**src/rtl/random_delay_timer.sv**
```systemverilog
// Randomised delay timer: latches an LFSR value on trigger and counts it down
// in prescaled ticks, pulsing time_out at expiry. The LFSR free-runs only while idle.
module random_delay_timer #(
   parameter int WIDTH    = 7,
   parameter int PRESCALE = 1000
) (
   input  logic             clk,
   input  logic             rst,
   input  logic             trigger,
   input  logic             abort,
   input  logic [WIDTH-1:0] k,
   output logic             lfsr_en,
   output logic             busy,
   output logic             time_out,
   output logic [WIDTH-1:0] count_out
);

   localparam int PW = (PRESCALE > 1) ? $clog2(PRESCALE) : 1;
   localparam logic [PW-1:0] PSC_LAST = PW'(PRESCALE - 1);

   typedef enum logic [1:0] {
      IDLE  = 2'd0,
      COUNT = 2'd1,
      DONE  = 2'd2
   } state_t;

   state_t           state, state_nxt;
   logic [PW-1:0]    psc;
   logic [WIDTH-1:0] cnt;
   logic             start;
   logic             tick;

   assign start = trigger & ~abort;
   assign tick  = (psc == PSC_LAST);

   // NOTE: sequential state uses non-blocking (<=) so every flop samples pre-edge values.
   always_ff @(posedge clk or posedge rst) begin
      if (rst) state <= IDLE;
      else     state <= state_nxt;
   end

   // NOTE: state_nxt gets a default before the case so no path leaves it unassigned (no latch).
   always_comb begin
      state_nxt = state;
      case (state)
         IDLE:    if (start) state_nxt = COUNT;
         COUNT: begin
            if (abort)                        state_nxt = IDLE;
            else if (tick && cnt == WIDTH'(1)) state_nxt = DONE;
         end
         DONE:    state_nxt = IDLE;
         default: state_nxt = IDLE;
      endcase
   end

   // Tick counter and prescaler; a zero LFSR value is promoted to one tick.
   always_ff @(posedge clk or posedge rst) begin
      if (rst) begin
         cnt <= '0;
         psc <= '0;
      end else begin
         case (state)
            IDLE: begin
               psc <= '0;
               if (start) cnt <= (k == '0) ? WIDTH'(1) : k;
            end
            COUNT: begin
               if (abort) begin
                  cnt <= '0;
                  psc <= '0;
               end else if (tick) begin
                  cnt <= cnt - WIDTH'(1);
                  psc <= '0;
               end else begin
                  psc <= psc + PW'(1);
               end
            end
            default: begin
               cnt <= '0;
               psc <= '0;
            end
         endcase
      end
   end

   always_comb begin
      lfsr_en   = (state == IDLE);
      busy      = (state == COUNT) || (state == DONE);
      time_out  = (state == DONE);
      count_out = cnt;
   end

endmodule

```
**config.mk**
```make
export PLATFORM = sky130hd
export DESIGN_NAME = random_delay_timer
export DESIGN_NICKNAME = d
export VERILOG_FILES = /design/src/rtl/random_delay_timer.sv
export SDC_FILE = /design/constraint.sdc
export NUM_CORES = 1
export LEC_CHECK = 0
export ABC_AREA = 1
export CAP_MARGIN = 20
export CORE_MARGIN = 2
export CORE_UTILIZATION = 52
export DETAILED_ROUTE_END_ITERATION = 12
export PLACE_DENSITY = 0.9
export SYNTH_ARGS = -nofsm -noshare
export SYNTH_HDL_FRONTEND = slang
export SYNTH_SLANG_ARGS = --single-unit
```
**constraint.sdc**
```tcl
create_clock -name clk -period 1.4 [get_ports clk]
set_input_delay 0.21 -clock clk [delete_from_list [all_inputs] [get_ports clk]]
set_output_delay 0.21 -clock clk [all_outputs]
set_load 0.02 [all_outputs]
```
### Yosys cells after proc, flatten, opt, wreduce, memory -nomap -nowiden

Cells that the tools add are included.

* register bits: 19
* word-level logic and storage cells: 32

* $add $sub $neg: 2
* equal/unequal tests: 7
* mux-type cells: 12
* bitwise operators: 2
* reductions and logical operators: 6

Operator list (count)
* $mux W10: 3
* $mux W7: 4
* $pmux W7 S2: 1
* $add A10 B1 Y10 const B: 1
* $eq A10 B10 Y1 const B: 1
* $eq A7 B1 Y1 const B: 1
* $logic_not A7 Y1: 1
* $sub A7 B1 Y7 const B: 1
* $mux W2: 3
* $ne A3 B3 Y1 const B: 2
* $pmux W2 S2: 1
* $reduce_and A2 Y1: 2
* $eq A2 B1 Y1 const B: 1
* $eq A2 B2 Y1 const B: 1
* $logic_not A2 Y1: 1
* $ne A2 B1 Y1 const B: 1
* $and A1 B1 Y1: 1
* $logic_and A1 B1 Y1: 1
* $logic_or A1 B1 Y1: 1
* $not A1 Y1: 1

### Logic depth before layout (Yosys ltp)

Gate-level depths: netlist of run 1.

* word-level depth: 5
* depth in mapped cells: 10
* gate-level depth less buffers: 10

### Worst setup path before layout of run 1

No wires, ideal clock.

* kind: reg2reg
* start point: register state[0]
* end point: register cnt[5], in the netlist count_out[5]
* data arrival time: 1.328 ns
* required time: 1.283 ns
* setup slack: -0.045 ns
* cell stages (with the launch flop): 9
* path buffers: 1
* clock period less this slack: 1.445 ns
* cell sequence: dfrtp_1 inv_1 ha_1 clkbuf_2 o21ai_4 nand2_4 inv_2 nand2_1 nand2_1

* longest elaborated chain between the ends: 3

RTL lines
* start, declared: line 27 `state_t state, state_nxt;`
* start signal, assigned: line 39 `else state <= state_nxt;`
* $logic_not A2 Y1 (*)
* named net lfsr_en: line 12 `output logic lfsr_en,`
* $ne A2 B1 Y1 (no line)
* $reduce_and A2 Y1 (no line)
* end signal, assigned: line 65 `if (start) cnt <= (k == '0) ? WIDTH'(1) : k;`
* end signal, assigned: line 72 `cnt <= cnt - WIDTH'(1);`
* end, declared: line 29 `logic [WIDTH-1:0] cnt;`

Mark *: on every way through the listed nets, which the timed path passes. The rest lies on a longest branch.
A chain may end at the register's enable or synchronous reset.

### Final worst setup path of run 1

* start point: register state[1]
* end point: register cnt[2], in the netlist count_out[2]

* longest elaborated chain between the ends: 3

RTL lines
* $eq A2 B1 Y1 or $logic_not A2 Y1 (tied branches): line 62 `case (state)`
* $ne A3 B3 Y1 (no line) or $ne A2 B1 Y1 (tied branches)
* $reduce_and A2 Y1 (no line)

Several ways; a longest one is shown, not always the timed one.

==> results of run 1 <==
==> repair_timing <==
| item | 4_1_cts | 5_1_grt |
|---|---|---|
| endpoints found under the hold margin | 0 | 0 |
| resized for setup | 40 | 20 |
| gates cloned | 1 | 0 |
| setup buffers | 2 | 3 |
| endpoints found under the setup margin | 28 | 20 |
| pin swaps | 9 | 9 |
==> how the worst max path moves through the flow <==
stage               startpoint           end  slack, ns  cells after the start
detailed placement    state[0]          busy       -0.1                      3
floorplan             state[0]  count_out[5]       0.05                      8
finish                state[1]  count_out[2]      -0.05                     10
global placement      state[1]          busy      -0.08                      3
CTS                   state[1]        psc[3]      -0.08                      8
global route          state[1]  count_out[3]      -0.11                     10
==> where the power goes <==
group	leakage [nW]	total [mW]	switching (mW)	internal, mW
Sequential	0.254	0.817	0.138	0.679
Clock	0.0150	0.273	0.162	0.111
Combinational	0.576	1.97	1.13	0.843
==> synth_stat cells (all sizes together) <==
| cell | n | area [sq um] |
|---|---|---|
| nand2 | 56 | 223 |
| nor2 | 27 | 109 |
| inv | 21 | 78.8 |
| dfrtp | 19 | 475 |
| nand3 | 12 | 72.6 |
| a21oi | 6 | 30.0 |
| ha | 6 | 75.1 |
| o21ai | 6 | 41.3 |
| nand4 | 4 | 25.0 |
| nor3 | 2 | 10.0 |
| nor3b | 2 | 25.0 |
| a31oi | 1 | 6.26 |
| buf | 1 | 15.0 |
| clkbuf | 1 | 5.00 |
| nand3b | 1 | 7.51 |
==> tightest hold or removal path: cells and delay by family <==
kind	cells	cell delay [ns]
buf+inv	3	0.69
==> through the flow <==
step	cells	hold slack, ns	setup TNS [ns]	setup WS [ns]
2_1_floorplan	165	0.161	0	0.0452
3_3_place_gp	227	0.510	-0.569	-0.0769
5_1_grt	237	0.247	-1.30	-0.110
6_report	237	0.225	-0.457	-0.0489
3_5_place_dp	227	0.526	-1.25	-0.0990
4_1_cts	234	0.218	-0.793	-0.0786
==> flip-flops by register name, indices dropped and copies added, names as in the netlist <==
register,cells
state,2
psc,10
count_out,7
==> kinds of logic (layout without fill, tap and decap cells) <==
family | count (synthesis) | count (layout) | synth area share [%]
compound gates | 13 | 13 | 6.47
fa+ha+maj | 6 | 6 | 6.26
buf+inv | 23 | 66 | 8.25
flops | 19 | 19 | 39.7
simple gates | 104 | 105 | 39.4
==> final cells by class <==
| type | count | area [sq um] | area share (%) |
|---|---|---|---|
| well taps | 28 | 35.0 | 2.05 |
| clock buffers | 4 | 26.3 | 1.54 |
| repair buffers | 41 | 369 | 21.6 |
| multi-input cells | 124 | 716 | 41.9 |
| inverters | 21 | 86.3 | 5.05 |
| flip-flops and latches | 19 | 475 | 27.8 |
==> metal layers <==
metal,routed length (um),GRT usage [%],vias up
met5,0,0,-
met4,8,6.58,0
met3,118,3.74,2
met2,1680,48.9,36
met1,1280,27.8,602
li1,-,-,611
==> placed cells by master, fill, tap and decap left out, types with 2 or more instances in the layout <==
cell,instances
sky130_fd_sc_hd__nor3b_2,2
sky130_fd_sc_hd__clkbuf_4,3
sky130_fd_sc_hd__o21ai_1,3
sky130_fd_sc_hd__clkdlybuf4s50_1,10
sky130_fd_sc_hd__nand2_1,49
sky130_fd_sc_hd__nand3_1,10
sky130_fd_sc_hd__nand4_1,4
sky130_fd_sc_hd__ha_1,3
sky130_fd_sc_hd__inv_1,15
sky130_fd_sc_hd__buf_4,15
sky130_fd_sc_hd__nand2_2,6
sky130_fd_sc_hd__nor2_1,20
sky130_fd_sc_hd__nor3_4,2
sky130_fd_sc_hd__ha_2,2
sky130_fd_sc_hd__a21oi_1,6
sky130_fd_sc_hd__inv_2,4
sky130_fd_sc_hd__nand2_4,2
sky130_fd_sc_hd__o21ai_0,2
sky130_fd_sc_hd__buf_6,8
sky130_fd_sc_hd__dlygate4sd2_1,7
sky130_fd_sc_hd__dfrtp_1,19
sky130_fd_sc_hd__nor2_2,4
sky130_fd_sc_hd__nor2_4,3
==> qor_table.md, run 1 <==
| Step | Parameter | Value |
| --- | --- | --- |
| sta | Unrepaired setup endpoints after global routing | yes |
| clock network | Clock edge transition at the registers on the reported setup and hold paths | 0.11 ns |
| layout | Final design utilization | 78.0% |
| detailed routing | # DRC | 0 |
| job | Number of maximum-capacitance constraint violations | 0 |
| synth | Post-synthesis cell area | 0.00120 sq mm |
| pwr | Worst vdd ir | 1460 uV |
| sta | Maximum frequency from static timing analysis | 690 MHz |
| sta | Final period util | 103% |
| clock network | CTS Hold Bufs | 0 |
| detailed routing | Per-cell routed wire length | 13.0 um |
| setup path | Type of the worst setup path | reg2reg |
| sta | Worst setup slack after layout | -0.0489 ns |
| floorplan | Count of boundary I/O pins | 21 |
| detailed routing | Number of iterations in the first detailed-routing pass | 4 |
| setup path | Worst R2R End | count_out[2] |
| layout | Number of filler instances in the final layout | 148 |
| sta | Setup clock skew after layout | 0.00925 ns |
| floorplan | Horizontal die dimension | 52.0 um |
| layout | Net total in the final layout | 227 |
| placement | Port buffer count | 20 |
| setup path | Worst path max stage delay | 0.40 ns |
| clock network | Cell at the root of the clock tree | sky130_fd_sc_hd__clkbuf_4 |
| grt | Pin count of the biggest net entering global routing | 20 |
| synth | Proportion of synthesized chip area in sequential cells | 39.7% |
| setup path | Critical register-to-register path startpoint | state[1] |
| synth | Flip-flop and latch count after synthesis | 19 |
| setup path | Critical path buffer and inverter count | 4 |
| synth | Avg Inst Size Synth | 7.26 sq um |
| setup path | Kind of cell adding the most delay to the critical path | simple AND/OR/NAND/NOR gates |
| floorplan | Vertical die dimension | 52.0 um |
| sta | Worst slew pin tran | 0.336 ns |
| pwr | Power density cells | 1790 mW/mm^2 |
| run status | Outcome | finished with violations |
| sta | Max-Slew Margin vs Limit | 77.5% |
| placement | Placer Congestion | 0.832 |
| grt | Global-route wire length before repair | 5.06 mm |
| synth | Post-synthesis cell type count | 21 |
| floorplan | Standard-cell row count | 17 |
| sta | Final Hold Vio Count | 0 |
| layout | Post-route cell area | 0.00171 sq mm |
| setup path | Slowest cell on the critical path | sky130_fd_sc_hd__dfrtp_1 |
| grt | Antenna violations before repair | 0 |
| layout | Inserted Diodes | 0 |
| grt | Via count of the first global-routing pass | 1,255 |
| floorplan | CORE AREA | 0.00219 sq mm |
| setup path | Kind of end point of the critical path | flip-flop |
| grt | Overall overflow remaining after global route | 0 |
| layout | Layout cells sized above 1 | 27.8% |
| detailed routing | Count of nets left with antenna violations after detail routing | 0 |
| setup path | Arrival time worst endpoint | 1.63 ns |
| setup path | Category of the worst setup path launch point | flip-flop |
| setup path | Reg2Reg Depth | 10 |
| layout | Area growth from synthesis to layout | 42.5% |
| sta | Slew Limit Fails | 0 |
| synth | Number of instances in the synthesized netlist | 165 |
| detailed routing | Avg Vias per Cell | 5.28 |
| setup path | Worst path required time | 1.58 ns |
| clock network | Clock tree from TritonCTS | built |
| detailed routing | Routed via count | 1,251 |
| sta | Final Critical Period | 1.45 ns |
| floorplan | Initial Util | 54.7% |
| pwr | Overall power of the completed layout | 3.06 mW |
| clock network | Total number of clock tree sinks | 19 |
| grt | Aggregate global-route resource usage | 25.1% |
| min path | Hold crit path type | in2async |
| clock network | Source-to-sink clock delay at the later pin of the worst-skew pair | 0.29 ns |
| clock network | Deepest level of the CTS H-tree | 1 |
| placement | Hpwl dp | 2.24 mm |
| run status | Failing checks | setup timing |
| detailed routing | Initial DRC Count | 60 |
| synth | Synthesized net count | 182 |
| placement | Post-place instance area | 0.00154 sq mm |
| setup path | Setup slack, reg-to-reg | -0.05 ns |
| clock network | Number of clock buffers inserted by TritonCTS | 3 |
| clock network | Maximum buffer depth of the clock tree | 2 |
| detailed routing | WL final | 3.09 mm |
| synth | Synth warnings | 0 |
| setup path | Critical Path, Cell by Cell | inv_2, buf_6, ha_4, inv_2, nor2_4, nand2_4, nand2_4, inv_6, nand2_1, nand2_1 |
| sta | Count of final setup violators | 13 |
| pwr | Leakage | 0.845 nW |
| setup path | Highest net fanout along the worst path | 6 |
| floorplan | Die Outline Area | 0.00271 sq mm |
No activity file was read; power rests on OpenSTA's default activity.
==> run 2: changes to the inputs <==
--- a/config.mk
+++ b/config.mk
@@ -7,10 +7,11 @@
 export LEC_CHECK = 0
 export ABC_AREA = 1
 export CAP_MARGIN = 20
-export CORE_MARGIN = 2
+export CORE_MARGIN = 5
 export CORE_UTILIZATION = 52
 export DETAILED_ROUTE_END_ITERATION = 12
 export PLACE_DENSITY = 0.9
+export REMOVE_ABC_BUFFERS = 1
 export SYNTH_ARGS = -nofsm -noshare
 export SYNTH_HDL_FRONTEND = slang
 export SYNTH_SLANG_ARGS = --single-unit
==> run 2 against run 1 <==
The flow still finishes with violations (setup timing). Largest cell class unchanged. Final cell count fell by 0.42%. Routed wire length rose by 12%. Die area rose by 24%. Worst setup slack worse by 0.018 ns. Clock skew rose by 0.0011 ns. Power rose by 5.7%. Core utilization down 1.4 points. Global-route usage shrank 4.0 points. Clock power increased by 5%.
==> qor_table.md, run 2 (same netlist as run 1, synthesis figures left out) <==
| Step | Parameter | Value | Change |
| --- | --- | --- | --- |
| run status | Outcome | finished with violations |  |
| run status | Failing checks | setup timing |  |
| detailed routing | Number of iterations in the first detailed-routing pass | 4 | unchanged |
| setup path | Highest net fanout along the worst path | 5 | -1 |
| pwr | Worst vdd ir | 1570 uV | +7.5% |
| layout | Final Instance Count excl. Fillers | 236 | -0.42% |
| setup path | Arrival time worst endpoint | 1.67 ns | +0.04 ns |
| grt | Via count of the first global-routing pass | 1,282 | +2.2% |
| setup path | Type of the worst setup path | reg2reg |  |
| placement | Hpwl dp | 2.30 mm | +2.7% |
| sta | Setup clock skew after layout | 0.0103 ns | +0.00108 ns |
| clock network | Clock tree from TritonCTS | built |  |
| layout | Top library cells by usage in the layout, fill and taps aside | sky130_fd_sc_hd__nand2_1 (44), sky130_fd_sc_hd__nor2_1 (22), sky130_fd_sc_hd__dfrtp_1 (19) |  |
| floorplan | CORE AREA | 0.00221 sq mm | +0.97% |
| clock network | CTS Hold Bufs | 0 | unchanged |
| sta | Unrepaired setup endpoints after global routing | yes |  |
| setup path | Worst path required time | 1.60 ns | +0.02 ns |
| layout | Area of the multi-input gates | 718 sq um | +0.35% |
| layout | Final design utilization | 76.6% | -1.4 points |
| placement | Placement-stage worst setup slack | -0.112 ns | -0.0129 ns |
| layout | Number of flip-flops in the largest register | 10 | unchanged |
| sta | Max-Slew Margin vs Limit | 80.8% | +3.2 points |
| sta | Maximum frequency from static timing analysis | 682 MHz | -1.2% |
| setup path | Critical register-to-register path startpoint | state[1] |  |
| sta | Slew Limit Fails | 0 | unchanged |
| layout | Number of filler instances in the final layout | 159 | +7.4% |
| layout | Register with the most flip-flops | psc |  |
| grt | Pin count of the biggest net entering global routing | 20 | unchanged |
| grt | Aggregate global-route resource usage | 21.1% | -4.0 points |
| layout | Seq. cell area | 475 sq um | unchanged |
| layout | Post-route cell area | 0.00169 sq mm | -0.81% |
| detailed routing | # DRC | 0 | unchanged |
| clock network | Total number of clock tree sinks | 19 | unchanged |
| placement | Post-place instance area | 0.00150 sq mm | -2.1% |
| grt | Global-route wire length before repair | 5.53 mm | +9.3% |
| detailed routing | Per-cell routed wire length | 14.7 um | +13% |
| job | Number of maximum-capacitance constraint violations | 0 | unchanged |
| clock network | Cell at the root of the clock tree | sky130_fd_sc_hd__clkbuf_4 |  |
| floorplan | Horizontal die dimension | 58.0 um | +12% |
| placement | Number of placed cells counting well taps | 223 | -1.8% |
| detailed routing | Routed via count | 1,279 | +2.2% |
| clock network | Number of clock buffers inserted by TritonCTS | 3 | unchanged |
| layout | Layout cells sized above 1 | 29.8% | +2.1 points |
| detailed routing | Avg Vias per Cell | 5.42 | +2.7% |
| floorplan | Vertical die dimension | 58.0 um | +12% |
| sta | Final Critical Period | 1.47 ns | +0.0178 ns |
| detailed routing | Initial DRC Count | 62 | +3.3% |
| grt | Overall overflow remaining after global route | 0 | unchanged |
| clock network | Source-to-sink clock delay at the later pin of the worst-skew pair | 0.30 ns | about the same |
| setup path | Worst setup startpoint | state[1] |  |
| min path | Hold crit path type | in2async |  |
| sta | Final period util | 105% | +1.3 points |
| detailed routing | Count of nets left with antenna violations after detail routing | 0 | unchanged |
| layout | Most common library cell in the layout ignoring fill and taps | sky130_fd_sc_hd__nand2_1 |  |
| setup path | Category of the worst setup path launch point | flip-flop |  |
| floorplan | Count of boundary I/O pins | 21 | unchanged |
| pwr | Power density cells | 1910 mW/mm^2 | +6.6% |
| clock network | Maximum buffer depth of the clock tree | 2 | unchanged |
| grt | Antenna violations before repair | 0 | unchanged |
| floorplan | Die Outline Area | 0.00337 sq mm | +24% |
| placement | Placer Congestion | 0.837 | +0.61% |
| layout | Net total in the final layout | 226 | -0.44% |
| sta | Worst slew pin tran | 0.287 ns | -0.0485 ns |
| pwr | Leakage | 0.840 nW | -0.63% |
| clock network | Clock edge transition at the registers on the reported setup and hold paths | 0.12 ns | about the same |
| detailed routing | WL final | 3.46 mm | +12% |
| floorplan | Initial Util | 54.2% | -0.53 points |
| layout | Inserted Diodes | 0 | unchanged |
| sta | Final Hold Vio Count | 0 | unchanged |
| setup path | Kind of end point of the critical path | flip-flop |  |
| pwr | Overall power of the completed layout | 3.23 mW | +5.7% |
| sta | Worst setup slack after layout | -0.0667 ns | -0.0178 ns |
| layout | Area growth from synthesis to layout | 41.3% |  |
| sta | Count of final setup violators | 11 | -2 |
| floorplan | Standard-cell row count | 17 | unchanged |
| placement | Port buffer count | 20 | unchanged |
| clock network | Deepest level of the CTS H-tree | 1 | unchanged |
run 2: changes by cell type in the layout (fill, tap and decap cells not counted), moves of 2 or more:
| cell | before | now |
|---|---|---|
| sky130_fd_sc_hd__nor2_1 | 20 | 22 |
| sky130_fd_sc_hd__buf_4 | 15 | 17 |
| sky130_fd_sc_hd__buf_6 | 8 | 6 |
| sky130_fd_sc_hd__nand2_1 | 49 | 44 |
| sky130_fd_sc_hd__nand2_2 | 6 | 10 |
run 2: cell type report:
type,instances,share of cell area (%)
Multi-Input combinational cell,124,42.4
Sequential cell,19,28.1
Timing Repair Buffer,40,20.8
Inverter,21,5.10
Tap cell,28,2.07
Clock buffer,4,1.55
run 2: final timing paths:
| check | slack [ns] | end | cells past startpoint |
|---|---|---|---|
| setup / recovery | -0.07 | state[0] | 9 |
| hold / removal | 0.21 | count_out[0] | 3 |
| setup reg to reg | -0.07 | state[0] | 9 |
| hold reg to reg | 0.55 | psc[0] | 2 |
| max in group asynchronous | 0.99 | psc[7] | 3 |
| min in group clk | 0.55 | psc[0] | 2 |
run 2: metrics by stage:
step,setup TNS [ns],hold slack [ns]
6_report,-0.295,0.206
5_1_grt,-0.971,0.251
4_1_cts,-0.231,0.225
3_5_place_dp,-1.22,0.463
3_3_place_gp,-0.334,0.450
2_1_floorplan,-0.269,0.161
run 2: where the power goes:
group	switching [mW]	internal, mW
Combinational	1.24	0.866
Sequential	0.165	0.678
Clock	0.177	0.111
run 2: what timing repair did:
| item | in CTS | in global routing |
|---|---|---|
| setup buffers | 3 | 5 |
| pin swaps | 11 | 13 |
| gates resized for setup | 44 | 19 |
| gates cloned | 1 | 0 |
| setup endpoints to repair | 26 | 20 |
run 2: per-layer routing:
metal / share of wire (%) / track usage (%) / vias to the layer above
met5: 0 / 0 / -
li1: - / - / 612
met1: 39 / 23.8 / 608
met4: 1.7 / 5.30 / 0
met2: 55 / 40.8 / 51
met3: 4.8 / 3.34 / 8
run 2: critical path, cell delays in order (launching register included):
cell                      delay (ns)
sky130_fd_sc_hd__dfrtp_1        0.43
sky130_fd_sc_hd__inv_2          0.08
sky130_fd_sc_hd__buf_6          0.09
sky130_fd_sc_hd__ha_4           0.12
sky130_fd_sc_hd__inv_2          0.04
sky130_fd_sc_hd__nor2_4         0.17
sky130_fd_sc_hd__buf_4          0.15
sky130_fd_sc_hd__nand2_2        0.08
sky130_fd_sc_hd__nand4_1        0.13
sky130_fd_sc_hd__nand2_2        0.08
